File: src/rtl/multicycle_controller.sv
// rtl/multicycle_controller.sv - multicycle RV32I control FSM with trap detection and retired-instruction counter
module multicycle_controller #(
  parameter int XLEN          = 32,
  parameter int CNT_W         = 32,
  parameter int MEM_HANDSHAKE = 1
) (
  input  logic             clk,
  input  logic             reset,
  input  logic [31:0]      Instr,
  input  logic [XLEN-1:0]  RF_OUT1,
  input  logic [XLEN-1:0]  RF_OUT2,
  input  logic             mem_ready,
  output logic             PCWrite,
  output logic             IRWrite,
  output logic             RegWrite,
  output logic             MemRead,
  output logic             AdrSrc,
  output logic             PCSel,
  output logic [1:0]       MemWrite,
  output logic [1:0]       ResultSrc,
  output logic [1:0]       ALUSrcA,
  output logic [1:0]       ALUSrcB,
  output logic [2:0]       ImmSrc,
  output logic [2:0]       READMODE,
  output logic [3:0]       ALUControl,
  output logic             illegal,
  output logic [CNT_W-1:0] retired
);

  typedef enum logic [3:0] {
    S_FETCH, S_DECODE, S_EXEC, S_MEMADR, S_MEMRD,
    S_MEMWB, S_MEMWR, S_BRANCH, S_JUMP, S_TRAP
  } state_t;

  localparam logic [6:0] OP_R      = 7'b0110011;
  localparam logic [6:0] OP_I      = 7'b0010011;
  localparam logic [6:0] OP_LUI    = 7'b0110111;
  localparam logic [6:0] OP_AUIPC  = 7'b0010111;
  localparam logic [6:0] OP_LOAD   = 7'b0000011;
  localparam logic [6:0] OP_STORE  = 7'b0100011;
  localparam logic [6:0] OP_BRANCH = 7'b1100011;
  localparam logic [6:0] OP_JAL    = 7'b1101111;
  localparam logic [6:0] OP_JALR   = 7'b1100111;

  state_t            state_q, state_d, dec_next;
  logic              run_q, illegal_q, illegal_d;
  logic [CNT_W-1:0]  retired_q, retired_d;

  logic [6:0] opcode, funct7;
  logic [2:0] funct3, imm_sel;
  logic [3:0] alu_op;
  logic [1:0] st_size;
  logic       mem_ok, f7_std, f7_alt, shift_i, bad_fields, br_taken;
  logic       unused_instr;

  assign opcode       = Instr[6:0];
  assign funct3       = Instr[14:12];
  assign funct7       = Instr[31:25];
  assign unused_instr = ^{Instr[24:15], Instr[11:7]};
  assign mem_ok       = (MEM_HANDSHAKE == 0) ? 1'b1 : mem_ready;

  assign f7_std  = (funct7 == 7'b0000000);
  assign f7_alt  = (funct7 == 7'b0100000);
  assign shift_i = (funct3[1:0] == 2'b01);
  assign st_size = funct3[1:0] + 2'd1;

  // Field-level encodings that reuse a legal opcode but have no defined meaning.
  assign bad_fields =
      (opcode == OP_STORE  && funct3 > 3'b010) ||
      (opcode == OP_LOAD   && (funct3 == 3'b011 || funct3[2:1] == 2'b11)) ||
      (opcode == OP_BRANCH && funct3[2:1] == 2'b01) ||
      (opcode == OP_R && (!(f7_std || f7_alt) ||
                          (f7_alt && funct3 != 3'b000 && funct3 != 3'b101))) ||
      (opcode == OP_I && shift_i && (!(f7_std || f7_alt) ||
                                     (f7_alt && funct3 != 3'b101)));

  always_comb begin
    case (opcode)
      OP_R, OP_I, OP_LUI, OP_AUIPC: dec_next = S_EXEC;
      OP_LOAD, OP_STORE:            dec_next = S_MEMADR;
      OP_BRANCH:                    dec_next = S_BRANCH;
      OP_JAL, OP_JALR:              dec_next = S_JUMP;
      default:                      dec_next = S_TRAP;
    endcase
    if (bad_fields) dec_next = S_TRAP;
  end

  always_comb begin
    imm_sel = 3'b000;
    case (opcode)
      OP_I:             if (funct3 == 3'b011) imm_sel = 3'b001;
      OP_BRANCH:        imm_sel = 3'b010;
      OP_JAL:           imm_sel = 3'b011;
      OP_LUI, OP_AUIPC: imm_sel = 3'b100;
      default:          imm_sel = 3'b000;
    endcase
  end

  always_comb begin
    alu_op = 4'b0000;
    if (opcode == OP_R || (opcode == OP_I && shift_i)) alu_op = {funct3, funct7[5]};
    else if (opcode == OP_I)                           alu_op = {funct3, 1'b0};
  end

  always_comb begin
    case (funct3)
      3'b000:  br_taken = (RF_OUT1 == RF_OUT2);
      3'b001:  br_taken = (RF_OUT1 != RF_OUT2);
      3'b100:  br_taken = ($signed(RF_OUT1) <  $signed(RF_OUT2));
      3'b101:  br_taken = ($signed(RF_OUT1) >= $signed(RF_OUT2));
      3'b110:  br_taken = (RF_OUT1 <  RF_OUT2);
      3'b111:  br_taken = (RF_OUT1 >= RF_OUT2);
      default: br_taken = 1'b0;
    endcase
  end

  // run_q keeps every strobe low until the first edge after reset releases.
  always_comb begin
    PCWrite    = 1'b0;
    IRWrite    = 1'b0;
    RegWrite   = 1'b0;
    MemRead    = 1'b0;
    AdrSrc     = 1'b0;
    PCSel      = 1'b0;
    MemWrite   = 2'b00;
    ResultSrc  = 2'b00;
    ALUSrcA    = 2'b00;
    ALUSrcB    = 2'b00;
    ImmSrc     = 3'b000;
    READMODE   = 3'b000;
    ALUControl = 4'b0000;
    state_d    = state_q;
    illegal_d  = illegal_q;
    if (run_q) begin
      if (state_q != S_FETCH && state_q != S_TRAP) ImmSrc = imm_sel;
      case (state_q)
        S_FETCH: begin
          MemRead = 1'b1;
          if (mem_ok) begin
            IRWrite = 1'b1;
            state_d = S_DECODE;
          end
        end
        S_DECODE: begin
          state_d   = dec_next;
          illegal_d = illegal_q | (dec_next == S_TRAP);
        end
        S_EXEC: begin
          RegWrite   = 1'b1;
          PCWrite    = 1'b1;
          ALUControl = alu_op;
          case (opcode)
            OP_R:     begin ALUSrcA = 2'b01; ALUSrcB = 2'b00; end
            OP_LUI:   begin ALUSrcA = 2'b10; ALUSrcB = 2'b01; end
            OP_AUIPC: begin ALUSrcA = 2'b00; ALUSrcB = 2'b01; end
            default:  begin ALUSrcA = 2'b01; ALUSrcB = 2'b01; end
          endcase
          state_d = S_FETCH;
        end
        S_MEMADR: begin
          ALUSrcA = 2'b01;
          ALUSrcB = 2'b01;
          state_d = (opcode == OP_LOAD) ? S_MEMRD : S_MEMWR;
        end
        S_MEMRD: begin
          MemRead  = 1'b1;
          AdrSrc   = 1'b1;
          READMODE = funct3;
          if (mem_ok) state_d = S_MEMWB;
        end
        S_MEMWB: begin
          RegWrite  = 1'b1;
          ResultSrc = 2'b01;
          PCWrite   = 1'b1;
          state_d   = S_FETCH;
        end
        S_MEMWR: begin
          MemWrite = st_size;
          AdrSrc   = 1'b1;
          if (mem_ok) begin
            PCWrite = 1'b1;
            state_d = S_FETCH;
          end
        end
        S_BRANCH: begin
          ALUSrcB = 2'b01;
          PCWrite = 1'b1;
          PCSel   = br_taken;
          state_d = S_FETCH;
        end
        S_JUMP: begin
          ALUSrcA   = (opcode == OP_JALR) ? 2'b01 : 2'b00;
          ALUSrcB   = 2'b01;
          RegWrite  = 1'b1;
          ResultSrc = 2'b10;
          PCWrite   = 1'b1;
          PCSel     = 1'b1;
          state_d   = S_FETCH;
        end
        default: state_d = state_q;
      endcase
    end
  end

  assign retired_d = retired_q + CNT_W'(PCWrite);
  assign retired   = retired_q;
  assign illegal   = illegal_q;

  always_ff @(posedge clk or negedge reset) begin
    if (!reset) begin
      state_q   <= S_FETCH;
      run_q     <= 1'b0;
      illegal_q <= 1'b0;
      retired_q <= '0;
    end else begin
      state_q   <= state_d;
      run_q     <= 1'b1;
      illegal_q <= illegal_d;
      retired_q <= retired_d;
    end
  end

endmodule

File: config.mk
export PLATFORM = sky130hd
export DESIGN_NAME = multicycle_controller
export DESIGN_NICKNAME = d
export VERILOG_FILES = /design/src/rtl/multicycle_controller.sv
export SDC_FILE = /design/constraint.sdc
export NUM_CORES = 1
export LEC_CHECK = 0
export CAP_MARGIN = 20
export CELL_PAD_IN_SITES_DETAIL_PLACEMENT = 1
export CELL_PAD_IN_SITES_GLOBAL_PLACEMENT = 1
export CORE_UTILIZATION = 29
export DETAILED_ROUTE_END_ITERATION = 8
export PLACE_DENSITY_LB_ADDON = 0.1
export RECOVER_POWER = 25
export SLEW_MARGIN = 10
export SYNTH_ARGS = -nofsm -noshare
export SYNTH_HDL_FRONTEND = slang
export SYNTH_SLANG_ARGS = --single-unit
File: constraint.sdc
create_clock -name clk -period 4.13 [get_ports clk]
set_input_delay 0.826 -clock clk [delete_from_list [all_inputs] [get_ports clk]]
set_output_delay 0.826 -clock clk [all_outputs]
set_load 0.005 [all_outputs]
# Word level (Yosys, flattened, before mapping)

Cells that the tools add are included.

Order comparisons: 5
Add/sub/neg operators: 2
Bitwise gates (word level): 1
Muxes and demuxes: 42
Equality and inequality tests: 35
Reduce and logical (&&, ||, !) cells: 37

Operators with widths:

| kind                 | number |
|---|---|
| $ge A32 B32 Y1       | 2 |
| $lt A32 B32 Y1       | 2 |
| $add A32 B1 Y32      | 1 |
| $eq A32 B32 Y1       | 1 |
| $mux W4              | 8 |
| $ne A32 B32 Y1       | 1 |
| $eq A7 B6 Y1 const B | 4 |
| $pmux W4 S6          | 1 |
| $eq A7 B7 Y1 const B | 3 |
| $eq A4 B3 Y1 const B | 4 |
| $pmux W4 S4          | 1 |
| $mux W1              | 15 |
| $eq A7 B5 Y1 const B | 2 |
| $eq A3 B3 Y1 const B | 4 |
| $mux W3              | 4 |
| $pmux W3 S4          | 1 |
| $logic_and A1 B1 Y1  | 10 |
| $mux W2              | 5 |
| $reduce_or A2 Y1     | 5 |
| $logic_or A1 B1 Y1   | 9 |
| $eq A4 B2 Y1 const B | 2 |
| $eq A4 B4 Y1 const B | 2 |
| $pmux W2 S2          | 2 |
| $reduce_or A4 Y1     | 2 |
| 25 further kinds     | 31 |

Logic and storage cells: 126
Output and inout bits: 57
Register bits after elaboration: 38

# Longest topological paths before layout

Gate-level depths: netlist of the first run.

Word-level depth: 10
Gate-level depth with buffers: 14
Depth with buffers taken out: 14

# Worst setup path after synthesis of the first run

Ideal clock, no wire load.

Kind: input-to-output
Start: input RF_OUT2[31]
End: output PCSel
Buffers on the path: 0
Arrival time: 2.566 ns
Setup slack: 0.738 ns
Stages on the path: 9
Path through: inv_1 > ha_1 > nand4_1 > nor2_1 > a221o_1 > a211o_1 > a21oi_1 > mux2i_1 > o221ai_1

Word-level cells in the longest chain between the ends: 4
Elaborated cells on any way between the ends: 9
Classes of those cells: 4 x order compare; 2 x eq/ne; 3 x mux

Ends and longest elaborated chain:

| item                                   | line | RTL |
|---|---|---|
| from (decl)                            | 11   | `input logic [XLEN-1:0] RF_OUT2,` |
| $ge A32 B32 Y1 (tied with other cells) | 112  | `3'b111: br_taken = (RF_OUT1 >= RF_OUT2);` |
| $pmux W1 S6 (*)                        | 106  | `case (funct3)` |
| $pmux W1 S2 (*)                        | 136  | `case (state_q)` |
| $mux W1 (*)                            | 134  | `if (run_q) begin` |
| to (decl)                              | 18   | `output logic PCSel,` |

Every way passes the cells marked *; elsewhere a longest branch is shown, timed or not.

# Worst setup path in the final report of the first run

Start: input RF_OUT2[21]
End: output PCSel

Same word-level chain as after synthesis.

==> Flow_metrics.wiki, run 1 <==
{| class="wikitable"
! Metric !! Value
|-
| Placeable core region || 0.0105 mm^2
|-
| Detailed Route Iter0 Violations || 105
|-
| Minimum period implied by the final worst setup slack || 3.96 ns
|-
| Async S/R FF share, synth || 1.00
|-
| Synthesis Warnings || 0
|-
| Cell types with the highest counts after synthesis || sky130_fd_sc_hd__dfrtp_1 (38), sky130_fd_sc_hd__ha_1 (38), sky130_fd_sc_hd__inv_1 (37)
|-
| Critical setup path kind || input port to output port
|-
| Pwr per Cell Area || 264 mW/mm^2
|-
| Final Max Tran Viols || 39
|-
| EDFF count, synth || 0
|-
| Initial standard-cell utilization of the core || 0.304
|-
| Width of the chip || 107 um
|-
| Share of layout cells above drive strength 1 || 0.0879
|-
| H-tree depth reported by CTS || 2
|-
| Post-synth top area share || 0.299
|-
| Run status || finished with violations
|-
| Setup Skew || between 0.002 and 0.003 ns
|-
| Routed Antenna Nets || 0
|-
| Top flip-flop cell by instance count after synthesis || sky130_fd_sc_hd__dfrtp_1
|-
| Critical path arrival || 3.13 ns
|-
| Worst setup timing slack at the placement stage || -0.309 ns
|-
| Clock latency on the worst-skew pair || 0.29 ns
|-
| Max-Slew Margin vs Limit || -0.333
|-
| Leakage power figure || roughly 2.2 nW
|-
| Worst min-delay path category || flop to flop
|-
| Global-route wire length before repair || 16600 um
|-
| Pin slew with the least headroom to its limit || 2.00 ns
|-
| Total DRC errors in the routed layout || 0
|-
| Total overflow reported by the global router || 0
|-
| Layout net count || between 600 and 700
|-
| Total count of hold-check failures in the final report || 0
|-
| Overall die area || 0.0114 mm^2
|-
| Synthesis-stage register bit count || 38
|-
| Non-filler cells in the finished layout || 671
|-
| Largest fanout on the critical path || 2
|-
| Register area share after synthesis || 0.299
|-
| Total negative slack for setup checks || 0 ns
|-
| Ant diodes || 0
|-
| Final period util || 0.958
|-
| Largest vdd supply drop || 0.000228 V
|-
| Total Routed Length || 9910 um
|-
| CTS tree || done
|-
| Count of maximum capacitance violations || 1
|-
| Number of top-level pins || 156
|-
| Total number of vias || 3295
|-
| Number of antenna violations at the first check in global routing || 0
|-
| Die height || about 110 um
|-
| DP Area || 0.00485 mm^2
|-
| CTS clock-pin slew for the worst setup and hold paths || 0.08 ns
|-
| Maximum number of pins on one net before global-route repair || 39
|-
| Number of global-route vias before repair || 3494
|-
| Maximum clock frequency || 253 MHz
|-
| Synthesized instance count || 376
|-
| CTS Hold Bufs || 0
|-
| Mapped cell area || roughly 0.0032 mm^2
|-
| Area used by multi-input combinational logic || roughly 0.0021 mm^2
|-
| All-Layer GR Usage || 0.179
|-
| Routed len/inst || 14.8 um
|-
| Total clock buffers created by CTS || 5
|-
| Final Wtd Congestion || 0.784
|-
| Final cell area excluding filler cells || 0.00501 mm^2
|-
| Storage cell area || 951 um^2
|-
| Post-Synthesis Mean Instance Area || 8.46 um^2
|-
| Final-layout fill cell count || 1244
|-
| Max clock buf depth || 2
|-
| Clock Tree Root || sky130_fd_sc_hd__clkbuf_8
|-
| Worst setup margin || 0.174 ns
|-
| Failing checks || max-capacitance violations, max-slew violations
|-
| Worst path required time || 3.30 ns
|-
| Final HPWL DP || slightly above 8000 um
|-
| Total number of placement rows || 37
|-
| Avg Vias per Cell || 4.91
|-
| Synth-to-layout area growth || 57.7%
|-
| Number of buffers added on ports || about 140
|-
| Net count after synthesis || 513
|-
| Startpoint types || input port
|-
| Count of endpoints failing setup in the final report || 0
|-
| Cell types with the largest area share after synthesis || sky130_fd_sc_hd__dfrtp_1 (30%), sky130_fd_sc_hd__ha_1 (15%), sky130_fd_sc_hd__xnor2_1 (6.1%), sky130_fd_sc_hd__inv_1 (4.4%), sky130_fd_sc_hd__nand2_1 (3.9%)
|-
| Library cells used by synthesis || 57
|-
| Placed Instances || roughly 660
|-
| Library cell with the largest summed area after synthesis || sky130_fd_sc_hd__dfrtp_1
|-
| Kind of capture point of the worst setup path || output port
|-
| Initial DRT Pass Iterations || 4
|-
| Clock sink total || 38
|}
[flip-flops by register name (all words and copies together), names as in the netlist]
name	count
run_q	1
state_q	4
illegal	1
retired	32
[worst paths after layout]
check	cells after the start	slack [ns]	from	end
max in group asynchronous	1	1.89	reset	retired[12]
min in group asynchronous	1	1.09	reset	retired[25]
hold reg to reg	1	0.47	retired[31]	retired[31]
hold / removal	1	0.47	retired[31]	retired[31]
setup / recovery	12	0.17	RF_OUT2[21]	PCSel
setup reg to reg	15	0.92	state_q[3]	retired[30]
[cell usage in the layout (no fill, tap or decap), types with 3 or more instances in the layout]
cell and instances:
sky130_fd_sc_hd__a21oi_1 20, sky130_fd_sc_hd__and2_1 5, sky130_fd_sc_hd__and3_1 9, sky130_fd_sc_hd__and4_1 3
sky130_fd_sc_hd__buf_4 20, sky130_fd_sc_hd__clkbuf_8 5, sky130_fd_sc_hd__clkdlybuf4s50_1 137, sky130_fd_sc_hd__dfrtp_1 38
sky130_fd_sc_hd__ha_1 37, sky130_fd_sc_hd__inv_1 37, sky130_fd_sc_hd__nand2_1 33, sky130_fd_sc_hd__nand2b_1 9
sky130_fd_sc_hd__nand3_1 15, sky130_fd_sc_hd__nand4_1 15, sky130_fd_sc_hd__nor2_1 29, sky130_fd_sc_hd__nor2b_1 5
sky130_fd_sc_hd__nor3_1 6, sky130_fd_sc_hd__nor4_1 5, sky130_fd_sc_hd__o211ai_1 3, sky130_fd_sc_hd__o21ai_0 14
sky130_fd_sc_hd__xnor2_1 22, sky130_fd_sc_hd__xor2_1 10
[what timing repair did]
| item | CTS | global route |
|---|---|---|
| gates resized for setup | 3 | 10 |
| cloned | 0 | 0 |
| setup endpoints to repair | 1 | 1 |
| buffers inserted | 0 | 0 |
| pin swaps | 0 | 6 |
[critical path: stages]
cell and delay, ns:
sky130_fd_sc_hd__clkdlybuf4s50_1 0.46, sky130_fd_sc_hd__inv_1 0.05, sky130_fd_sc_hd__ha_1 0.30, sky130_fd_sc_hd__a21oi_2 0.14, sky130_fd_sc_hd__o21ai_0 0.09, sky130_fd_sc_hd__a221o_1 0.32
sky130_fd_sc_hd__a211o_1 0.26, sky130_fd_sc_hd__buf_4 0.15, sky130_fd_sc_hd__a211o_1 0.22, sky130_fd_sc_hd__nand3_1 0.08, sky130_fd_sc_hd__o221ai_1 0.10, sky130_fd_sc_hd__buf_2 0.15
[area by class of cell]
class | count | area share
inverter | 37 | 0.0277
sequential | 38 | 0.190
clock inverter | 3 | 0.00898
clock buffer | 5 | 0.0137
timing repair buffer | 159 | 0.305
multi-input combinational | 293 | 0.421
tap | 136 | 0.0339
[where the power goes]
part	total, mW	switching (mW)	internal, mW
Combinational	0.523	0.234	0.289
Sequential	0.485	0.0756	0.409
Clock	0.314	0.135	0.180
[stage by stage]
stage          power (mW)  utilization  hold WS (ns)
3_3_place_gp        0.998        0.464         0.457
5_1_grt              1.42        0.479         0.507
2_1_floorplan       0.725            -         0.454
3_5_place_dp         1.01        0.464         0.462
6_report             1.32        0.479         0.467
4_1_cts              1.34        0.475         0.473
[routing by layer]
metal / global-route usage / up-vias / wire length, um
li1: - / 1638 / -
met2: 0.328 / 84 / 5000
met4: 0.0382 / 0 / 86
met5: 0 / - / 0
met3: 0.0261 / 8 / 509
met1: 0.221 / 1565 / 4310
[kinds of logic after synthesis]
family / after synthesis / synth area share
compound gates: 64 / 0.127
xor+xnor: 32 / 0.0881
fa+ha+maj: 38 / 0.149
buf+inv: 45 / 0.0543
flops: 38 / 0.299
mux: 1 / 0.00315
other cells: 2 / 0.00236
simple gates: 156 / 0.277
(Power assumes the default switching activity.)
==> run 2, diff against run 1 <==
MAX_ROUTING_LAYER = met4   (was default)
==> run 2 against run 1 <==
Net effect:
- the flow still finishes with violations (max-capacitance violations, max-slew violations)
- register-to-register slack about the same
- combinational power about the same
- utilization unchanged
- setup slack better by 0.0032 ns
- maximum frequency about the same
- cell count unchanged
- first-iteration DRC count down 5.7%
- clock skew about the same
- routed wire length down 0.42%
- non-clock buffer count unchanged
- critical path type unchanged
- largest cell class unchanged
==> Flow_metrics.wiki, run 2 (synthesized netlist as in run 1, its figures left out) <==
{| class="wikitable"
! Metric !! Value
|-
| Leading cell types in the layout, fill and taps excluded || sky130_fd_sc_hd__clkdlybuf4s50_1 (137), sky130_fd_sc_hd__dfrtp_1 (38), sky130_fd_sc_hd__inv_1 (37), sky130_fd_sc_hd__ha_1 (37), sky130_fd_sc_hd__nand2_1 (33) (unchanged)
|-
| Worst min-delay path category || flop to flop (unchanged)
|-
| Total DRC errors in the routed layout || 0 (unchanged)
|-
| Core utilization of the finished layout || 0.479 (unchanged)
|-
| Minimum period implied by the final worst setup slack || 3.95 ns (was 3.96 ns)
|-
| Placed Instances || 663 (unchanged)
|-
| Synth-to-layout area growth || 57.7% (unchanged)
|-
| Die height || 107 um (unchanged)
|-
| Most prevalent standard cell on the critical path || sky130_fd_sc_hd__a211o_1 (unchanged)
|-
| Critical Path, Cell by Cell || clkdlybuf4s50_1 > inv_1 > ha_1 > a21oi_2 > o21ai_0 > a221o_1 > a211o_1 > buf_4 > a211o_1 > nand3_1 > o221ai_1 > buf_2 (unchanged)
|-
| Minimum hold slack || 0.467 ns (about the same)
|-
| Number of top-level pins || 156 (unchanged)
|-
| Pwr per Cell Area || 263 mW/mm^2 (was 264 mW/mm^2)
|-
| Avg Vias per Cell || 4.89 (was 4.91)
|-
| Final period util || 0.957 (was 0.958)
|-
| Met3 Routed Length || 479 um (was 509 um)
|-
| Clock Tree Root || sky130_fd_sc_hd__clkbuf_8 (unchanged)
|-
| CTS tree || done (unchanged)
|-
| Run status || finished with violations (unchanged)
|-
| # Post-CTS Setup Buffers || 0 (unchanged)
|-
| Layout net count || 671 (unchanged)
|-
| Final cell area excluding filler cells || 0.00501 mm^2 (unchanged)
|-
| Critical setup path kind || input port to output port (unchanged)
|-
| Clock sink total || 38 (unchanged)
|-
| Number of buffers added on ports || 139 (unchanged)
|-
| All-Layer GR Usage || 0.184 (was 0.179)
|-
| Reg-to-Reg Start || state_q[3] (unchanged)
|-
| Launch instance of the worst min-delay path || retired[31] (unchanged)
|-
| Number of antenna violations at the first check in global routing || 0 (unchanged)
|-
| Fraction of power spent switching nets || 0.336 (about the same)
|-
| Slowest cell on crit path || sky130_fd_sc_hd__clkdlybuf4s50_1 (unchanged)
|-
| Failing checks || max-capacitance violations, max-slew violations (unchanged)
|-
| Count of endpoints failing setup in the final report || 0 (unchanged)
|-
| Maximum clock frequency || 253 MHz (about the same)
|-
| Global-route wire length before repair || 16600 um (about the same)
|-
| DP Area || 0.00485 mm^2 (unchanged)
|-
| Detailed Route Iter0 Violations || 99 (was 105)
|-
| Met2 routed WL || 4990 um (was 5000 um)
|-
| Share of layout cells above drive strength 1 || 0.0879 (unchanged)
|-
| Number of global-route vias before repair || 3485 (was 3494)
|-
| Overall die area || 0.0114 mm^2 (unchanged)
|-
| Total number of placement rows || 37 (unchanged)
|-
| Clock latency on the worst-skew pair || 0.29 ns (about the same)
|-
| Total count of hold-check failures in the final report || 0 (unchanged)
|-
| Top routing layer used || met4 (unchanged)
|-
| Cell-internal power || 0.878 mW (about the same)
|-
| Startpoint types || input port (unchanged)
|-
| Routed Antenna Nets || 0 (unchanged)
|-
| Setup Skew || 0.00258 ns (was 0.00255 ns)
|-
| Max clock buf depth || 2 (unchanged)
|-
| Pin slew with the least headroom to its limit || 1.99 ns (was 2.00 ns)
|-
| Routed len/inst || 14.7 um (was 14.8 um)
|-
| H-tree depth reported by CTS || 2 (unchanged)
|-
| Leakage power figure || 2.25 nW (unchanged)
|-
| Sequential Power Share || 0.366 (about the same)
|-
| Final Wtd Congestion || 0.795 (was 0.784)
|-
| CTS clock-pin slew for the worst setup and hold paths || 0.08 ns (about the same)
|-
| Largest fanout on the critical path || 2 (unchanged)
|-
| Final Max Tran Viols || 39 (unchanged)
|-
| Max reg flops || 32 (unchanged)
|-
| Critical path origin || RF_OUT2[21] (unchanged)
|-
| Clock network power share || 0.238 (about the same)
|-
| Total Routed Length || 9870 um (was 9910 um)
|-
| Kind of capture point of the worst setup path || output port (unchanged)
|-
| Total overflow reported by the global router || 0 (unchanged)
|-
| Width of the chip || 107 um (unchanged)
|-
| Switching power total || 0.444 mW (was 0.445 mW)
|-
| Initial standard-cell utilization of the core || 0.304 (unchanged)
|-
| Critical path arrival || 3.13 ns (about the same)
|-
| Non-filler cells in the finished layout || 671 (unchanged)
|-
| Largest vdd supply drop || 0.000228 V (about the same)
|-
| Ant diodes || 0 (unchanged)
|-
| Most frequent standard cell in the layout excluding fill and tap cells || sky130_fd_sc_hd__clkdlybuf4s50_1 (unchanged)
|-
| Final HPWL DP || 8140 um (unchanged)
|-
| Part of the total power dissipated in combinational logic || 0.396 (about the same)
|-
| Initial DRT Pass Iterations || 4 (unchanged)
|-
| Worst path max stage delay || 0.46 ns (about the same)
|-
| Max-Slew Margin vs Limit || -0.324 (was -0.333)
|-
| Placeable core region || 0.0105 mm^2 (unchanged)
|-
| Maximum number of pins on one net before global-route repair || 39 (unchanged)
|-
| Total clock buffers created by CTS || 5 (unchanged)
|-
| Area used by multi-input combinational logic || 0.00211 mm^2 (unchanged)
|-
| Count of maximum capacitance violations || 1 (unchanged)
|-
| Total number of vias || 3279 (was 3295)
|-
| Final-layout fill cell count || 1244 (unchanged)
|-
| Worst path required time || 3.30 ns (about the same)
|-
| Storage cell area || 951 um^2 (unchanged)
|-
| Post-Route M1 WL || 4320 um (was 4310 um)
|}
==> run 2: cell counts in the layout (fill, tap and decap cells not counted) <==
No cell type changed its count.
==> run 2: cell type report <==
class	count	share of cell area
clock inverters	3	0.00898
clock buffers	5	0.0137
flip-flops and latches	38	0.190
well taps	136	0.0339
multi-input cells	293	0.421
repair buffers	159	0.305
inverters	37	0.0277
==> run 2: worst paths after layout <==
path	to	slack, ns	cells past startpoint
max	PCSel	0.18	12
min	retired[31]	0.47	1
max reg2reg	retired[30]	0.93	15
min reg2reg	retired[31]	0.47	1
max in group asynchronous	retired[12]	1.90	1
min in group asynchronous	retired[25]	1.08	1
==> run 2: per-layer routing <==
layer,track usage,vias to the layer above
met5,-,-
met4,0.0382,0
met3,0.0243,6
met2,0.327,78
met1,0.223,1558
li1,-,1637
==> run 2: per-stage QoR <==
step	setup slack [ns]	TNS [ns]	total power, mW
floorplan	0.738	0	0.725
global placement	-0.280	-0.280	0.998
detailed placement	-0.309	-0.309	1.01
CTS	0.00453	0	1.34
global route	-0.00780	-0.00780	1.42
finish	0.177	0	1.32
==> run 2: worst max-delay path, delay by kind of cell <==
kind | cells | cell delay (ns)
adders and majority gates | 1 | 0.30
AOI/OAI and AO/OA | 6 | 1.13
and+or+nand+nor | 1 | 0.08
buffers and inverters | 4 | 0.81
==> run 2: repair_timing <==
| item | in CTS | in global routing |
|---|---|---|
| endpoints found under the setup margin | 1 | 1 |
| hold buffers | 0 | 0 |
| pin swaps | 0 | 6 |
| resized for setup | 3 | 10 |
==> run 2: power groups by stage <==
| stage | Sequential [mW] | Clock (mW) | Combinational [mW] |
|---|---|---|---|
| after CTS | 0.484 | 0.326 | 0.526 |
| after floorplan | 0.457 | 0 | 0.269 |
| after detailed placement | 0.492 | 0 | 0.523 |
| after global placement | 0.489 | 0 | 0.509 |
| after global routing | 0.494 | 0.338 | 0.588 |
| final | 0.484 | 0.314 | 0.523 |
